==> src/rtl/dsp_pkg.sv <==
// Shared types and saturating-arithmetic helpers for the DSP product/MAC pipeline.
// Helpers work on a 64-bit signed carrier, so every accumulator width used with them must stay below 64.
package dsp_pkg;

    typedef enum logic {
        ACC  = 1'b0,
        HOLD = 1'b1
    } state_t;

    localparam int SAT_W = 64;

    typedef struct packed {
        logic signed [SAT_W-1:0] sum;
        logic                    ovf;
    } sat_res_t;

    function automatic logic signed [SAT_W-1:0] acc_max(input int aw);
        return (64'sd1 <<< (aw - 1)) - 64'sd1;
    endfunction

    function automatic logic signed [SAT_W-1:0] acc_min(input int aw);
        return -(64'sd1 <<< (aw - 1));
    endfunction

    // Both operands arrive already sign-extended, and each fits in aw bits (aw < 64).
    // The 64-bit add therefore cannot wrap, and clamping is a plain range compare.
    function automatic sat_res_t sat_add(input logic signed [SAT_W-1:0] a,
                                         input logic signed [SAT_W-1:0] b,
                                         input int                      aw);
        sat_res_t                res;
        logic signed [SAT_W-1:0] s;
        s       = a + b;
        res.sum = s;
        res.ovf = 1'b0;
        if (s > acc_max(aw)) begin
            res.sum = acc_max(aw);
            res.ovf = 1'b1;
        end else if (s < acc_min(aw)) begin
            res.sum = acc_min(aw);
            res.ovf = 1'b1;
        end
        return res;
    endfunction

endpackage

==> src/rtl/dsp_sat_adder.sv <==
// Combinational saturating adder: accumulator (AW bits) plus sign-extended operand (PW bits).
// Result clamps to the AW-bit signed range, and ovf flags when clamping happened.
module dsp_sat_adder
    import dsp_pkg::*;
#(
    parameter int AW = 40,
    parameter int PW = 32
) (
    input  logic signed [AW-1:0] a,
    input  logic signed [PW-1:0] b,
    output logic signed [AW-1:0] sum,
    output logic                 ovf
);

    logic signed [SAT_W-1:0] a_ext;
    logic signed [SAT_W-1:0] b_ext;
    sat_res_t                res;

    always_comb begin
        a_ext = {{(SAT_W-AW){a[AW-1]}}, a};
        b_ext = {{(SAT_W-PW){b[PW-1]}}, b};
        res   = sat_add(a_ext, b_ext, AW);
        sum   = res.sum[AW-1:0];
        ovf   = res.ovf;
    end

endmodule

==> src/rtl/dsp_prod_accum.sv <==
// Frame accumulator behind the 16x16 multiplier: sums products over in_last-delimited frames
// with saturation, then holds the result on a valid/ready port until the sink takes it.
module dsp_prod_accum
    import dsp_pkg::*;
#(
    parameter int PW = 32,
    parameter int AW = 40,
    parameter int CW = 16
) (
    input  logic          clk,
    input  logic          rst,
    input  logic          clr,
    input  logic          in_valid,
    output logic          in_ready,
    input  logic [PW-1:0] in_data,
    input  logic          in_last,
    output logic          out_valid,
    input  logic          out_ready,
    output logic [AW-1:0] out_sum,
    output logic          out_ovf,
    output logic [CW-1:0] out_count
);

    state_t               state_reg, state_next;
    logic signed [AW-1:0] acc_reg, acc_next;
    logic [CW-1:0]        count_reg, count_next;
    logic                 ovf_reg, ovf_next;
    logic [AW-1:0]        out_sum_reg, out_sum_next;
    logic                 out_ovf_reg, out_ovf_next;
    logic [CW-1:0]        out_count_reg, out_count_next;

    logic signed [AW-1:0] add_sum;
    logic                 add_ovf;
    logic [CW-1:0]        count_inc;
    logic                 beat;

    dsp_sat_adder #(
        .AW(AW),
        .PW(PW)
    ) u_sat_adder (
        .a  (acc_reg),
        .b  (in_data),
        .sum(add_sum),
        .ovf(add_ovf)
    );

    assign in_ready  = (state_reg == ACC);
    assign out_valid = (state_reg == HOLD);
    assign out_sum   = out_sum_reg;
    assign out_ovf   = out_ovf_reg;
    assign out_count = out_count_reg;

    assign beat      = in_valid && in_ready;
    assign count_inc = (count_reg == {CW{1'b1}}) ? count_reg : count_reg + 1'b1;

    always_comb begin
        state_next     = state_reg;
        acc_next       = acc_reg;
        count_next     = count_reg;
        ovf_next       = ovf_reg;
        out_sum_next   = out_sum_reg;
        out_ovf_next   = out_ovf_reg;
        out_count_next = out_count_reg;

        case (state_reg)
            ACC: begin
                // clr takes priority, so a beat arriving alongside it is swallowed, last or not.
                if (clr) begin
                    acc_next   = '0;
                    count_next = '0;
                    ovf_next   = 1'b0;
                end else if (beat) begin
                    acc_next   = add_sum;
                    count_next = count_inc;
                    ovf_next   = ovf_reg | add_ovf;
                    if (in_last) begin
                        state_next     = HOLD;
                        out_sum_next   = add_sum;
                        out_ovf_next   = ovf_reg | add_ovf;
                        out_count_next = count_inc;
                    end
                end
            end
            HOLD: begin
                if (out_ready) begin
                    state_next     = ACC;
                    acc_next       = '0;
                    count_next     = '0;
                    ovf_next       = 1'b0;
                    out_sum_next   = '0;
                    out_ovf_next   = 1'b0;
                    out_count_next = '0;
                end
            end
            default: state_next = ACC;
        endcase
    end

    always_ff @(posedge clk or negedge rst) begin
        if (!rst) begin
            state_reg     <= ACC;
            acc_reg       <= '0;
            count_reg     <= '0;
            ovf_reg       <= 1'b0;
            out_sum_reg   <= '0;
            out_ovf_reg   <= 1'b0;
            out_count_reg <= '0;
        end else begin
            state_reg     <= state_next;
            acc_reg       <= acc_next;
            count_reg     <= count_next;
            ovf_reg       <= ovf_next;
            out_sum_reg   <= out_sum_next;
            out_ovf_reg   <= out_ovf_next;
            out_count_reg <= out_count_next;
        end
    end

endmodule

==> config.mk <==
export PLATFORM = sky130hd
export DESIGN_NAME = dsp_prod_accum
export DESIGN_NICKNAME = d
export VERILOG_FILES = /design/src/rtl/dsp_pkg.sv /design/src/rtl/dsp_sat_adder.sv /design/src/rtl/dsp_prod_accum.sv
export SDC_FILE = /design/constraint.sdc
export NUM_CORES = 1
export LEC_CHECK = 0
export BUFFER_PORTS_ARGS = -buffer_cell sky130_fd_sc_hd__buf_2
export CORE_UTILIZATION = 32
export CTS_CLUSTER_DIAMETER = 200
export DETAILED_ROUTE_END_ITERATION = 10
export MAX_ROUTING_LAYER = met4
export PLACE_DENSITY = 0.47
export SYNTH_ARGS = -nofsm -noshare
export SYNTH_HDL_FRONTEND = slang
export SYNTH_HIERARCHICAL = 1
export SYNTH_SLANG_ARGS = --single-unit
==> constraint.sdc <==
create_clock -name clk -period 5.2 [get_ports clk]
set_input_delay 0.26 -clock clk [delete_from_list [all_inputs] [get_ports clk]]
set_output_delay 0.26 -clock clk [all_outputs]
set_load 0.1 [all_outputs]
==> results.yml <==
status:
  run_status: "finished, final reports clean"
sta:
  final.period_utilization_pct: 75.65
  worstMarginPinSlew_ns: 0.7546
  grt_setup_unrepaired: "false"
  setup_viol: 0
  final.min_clock_period_ns: 3.934
  final.setup.worst_slack_ns: 1.266
  achievable-frequency_mhz: 254.2
  fin_worst_skew_ns: 0.01041
  slew-limit-headroom_pct: 49.32
  timing.final.max_slew_violations: 0
  setup_tns_ns: 0
  number_of_hold_violations_in_the_final_report: 0
min_path:
  hold_path.class: "in -> reg"
floorplan:
  core_area_um2: 22710
  die_extent_in_x_um: 154.6
  die_area_um2: 23900
  floorplan.initialDensity_pct: 32.80
  ios: 97
  floorplan.die.height_um: 154.6
  num_rows: 55
worst_setup_path:
  setup.reg_to_reg.worst_slack_ns: 1.27
  cp-end-kind: "register"
  critical_path.startpoint_type: "register"
  setup.worst_path.end: "out_sum[10]"
  critical_path.reg2reg.startpoint: "acc_reg[0]"
  reg2reg_to: "out_sum[10]"
  worst-endpoint-arrival_ns: 4.24
  worst_setup_path_startpoint: "acc_reg[0]"
  highest_net_fanout_along_the_worst_path: 37
  critical_path_required_ns: 5.51
  timing.setup.critical_path_class: "reg -> reg"
  worst_r2r_path_depth: 13
placed_design:
  post-dp-hpwl_mm: 14.50
  post-place-ws_ns: 1.236
  gp_congestion: 0.8214
  io_buffer_count: 96
route:
  routed_wl_mm: 21.28
  drc_errors: 0
  drt_first_pass_iters: 4
  met3_length_um: 648
  routed_wire_length_per_instance_um: 18.74
  drt_first_iter_violations: 332
  ant_nets: 0
  wl_met2_mm: 9.760
  top_layer_used: "met4"
  drt-vias-per-instance: 5.516
  routedLengthMet1_mm: 10.66
  detailroute.via_count: 6266
grt:
  grt_start_max_net_pins: 59
  overflow: 0
  number_of_global_route_vias_before_repair: 6443
  grt_pass1_wl_mm: 35.18
  grtUsageTotal_pct: 19.21
  grt_antenna_before_repair: 0
synth:
  ys_ff_latch: 115
  mean_instance_size_in_the_synthesized_netlist_um2: 9.687
  synth.yosys.warnings: 6
  post_synth_inst_count: 769
  synth_async_sr_flop_share_pct: 100.0
  sequential_area_share_after_synthesis_pct: 38.63
  synth_enable_flop_cells: 0
  yosysMostFrequentCell: "sky130_fd_sc_hd__dfrtp_1"
  synth.top_cells.by_count: "sky130_fd_sc_hd__dfrtp_1, sky130_fd_sc_hd__a22o_1, sky130_fd_sc_hd__a21oi_1"
  yosys.area.top_type: "sky130_fd_sc_hd__dfrtp_1"
  synth_top_cell_area_share_pct: 38.63
  synth_area_leaders: "sky130_fd_sc_hd__dfrtp_1, sky130_fd_sc_hd__a22o_1, sky130_fd_sc_hd__ha_1, sky130_fd_sc_hd__a21oi_1, sky130_fd_sc_hd__nand2_1"
  synthesis.area_um2: 7450
  synth_ff_type: "sky130_fd_sc_hd__dfrtp_1"
  synth_nets: 849
  post_synth_num_cell_types: 79
pwr:
  power.static_leakage_nw: 4.141
  p_per_area_nw_per_um2: 574.9
  max-vdd-ir-drop_mv: 0.2069
clock_tree:
  post_cts.resized_instances: 0
  numCtsBuffers: 17
  path_clk_slew_ns: 0.06
  clock_insertion_delay_worst_skew_ns: 0.42
  clock_path_buffers: 2
  clockRootBuffer: "sky130_fd_sc_hd__clkbuf_16"
  postCtsSetupBuffers: 0
  clock_tree_from_tritoncts: "done"
  cts.sink_count: 115
  h_tree_depth: 4
  cts_hold_repair.buffers: 1
cells_and_area:
  synthToLayoutAreaGrowth_pct: 16.54
  diodes: 0
  share_of_layout_cells_above_drive_strength_1_pct: 20.56
  nets: 918
  postLayoutCoreUtil_pct: 38.23
  total_of_fill_cells_in_the_finished_design: 2330
flow_run:
  drv.max_cap_violation_count: 0
worst min-delay path by stage:
stage	start	endpoint	slack, ns	depth (start not counted)
2_1_floorplan	rst	acc_reg[0]	-0.04	0
3_3_place_gp	rst	out_sum[7]	0.18	1
3_5_place_dp	rst	out_sum[7]	0.18	1
4_1_cts	out_ready	out_count[7]	0.20	4
5_1_grt	out_ready	out_count[7]	0.24	4
6_report	out_ready	out_count[7]	0.21	4
critical path, cell delays in order (launching register included):
cell                       delay [ns]
sky130_fd_sc_hd__dfrtp_1         0.39
sky130_fd_sc_hd__ha_1            0.22
sky130_fd_sc_hd__inv_1           0.08
sky130_fd_sc_hd__fa_1            0.19
sky130_fd_sc_hd__nand2b_1        0.13
sky130_fd_sc_hd__a21oi_1         0.08
sky130_fd_sc_hd__o311a_1         0.42
sky130_fd_sc_hd__a211o_1         0.33
sky130_fd_sc_hd__a21oi_2         0.21
sky130_fd_sc_hd__nor2_1          0.07
sky130_fd_sc_hd__o32a_1          0.50
sky130_fd_sc_hd__nor2_8          0.66
sky130_fd_sc_hd__o21ai_0         0.28
sky130_fd_sc_hd__a22o_1          0.25
through the flow:
stage / cell area [µm²] / std cells / hold slack, ns / power [mW]
6_report: 8682 / 1136 / 0.2090 / 4.992
3_5_place_dp: 8055 / 1103 / 0.1781 / 3.780
5_1_grt: 8682 / 1136 / 0.2357 / 5.273
2_1_floorplan: 7450 / 769 / -0.03559 / 3.314
4_1_cts: 8682 / 1136 / 0.2017 / 5.048
3_3_place_gp: 8055 / 1103 / 0.1766 / 3.790
cell type report:
| type | instances | area, µm² | area share, % |
|---|---|---|---|
| Inverter | 19 | 71.32 | 0.8214 |
| Clock inverter | 14 | 177.7 | 2.046 |
| Timing Repair Buffer | 103 | 538.0 | 6.197 |
| Sequential cell | 115 | 2878 | 33.15 |
| Clock buffer | 18 | 439.2 | 5.058 |
| Tap cell | 285 | 356.6 | 4.107 |
| Multi-Input combinational cell | 582 | 4222 | 48.62 |
layout by cell type, fill, tap and decap left out, types with 6 or more instances in the layout:
cell,n
sky130_fd_sc_hd__nand2b_1,8
sky130_fd_sc_hd__a211oi_1,6
sky130_fd_sc_hd__a21oi_1,62
sky130_fd_sc_hd__nor2_1,34
sky130_fd_sc_hd__and4_1,7
sky130_fd_sc_hd__nand2_1,59
sky130_fd_sc_hd__a21o_1,23
sky130_fd_sc_hd__xor2_1,18
sky130_fd_sc_hd__o21bai_1,8
sky130_fd_sc_hd__a31oi_1,6
sky130_fd_sc_hd__o21ai_1,13
sky130_fd_sc_hd__dfrtp_1,115
sky130_fd_sc_hd__buf_4,7
sky130_fd_sc_hd__o21ai_0,38
sky130_fd_sc_hd__o21ai_2,10
sky130_fd_sc_hd__buf_2,95
sky130_fd_sc_hd__xnor2_1,21
sky130_fd_sc_hd__and2_1,6
sky130_fd_sc_hd__a22o_1,82
sky130_fd_sc_hd__ha_1,41
sky130_fd_sc_hd__nor3_1,9
sky130_fd_sc_hd__a21oi_2,7
sky130_fd_sc_hd__nand3_1,18
sky130_fd_sc_hd__nand4_1,14
sky130_fd_sc_hd__clkbuf_16,17
sky130_fd_sc_hd__inv_1,19
kinds of logic after synthesis:
family	synth area share (%)
AOI/OAI and AO/OA	30.27
and+or+nand+nor	13.65
adders and majority gates	7.424
DFF	38.63
muxes	0.4031
buffers and inverters	5.039
xor gates and xnor gates	4.585
power breakdown:
part / switching (mW) / internal (mW) / leakage, nW
registers: 0.122 / 1.10 / 1.55
clock network: 0.462 / 0.771 / 0.290
logic: 1.88 / 0.662 / 2.30
per-layer routing:
layer	vias to the layer above	GRT usage (%)
li1	3055	-
met1	3087	25.96
met2	105	29.65
met3	19	3.530
met4	0	4.762
met5	-	-
No activity file was read; power rests on OpenSTA's default activity.
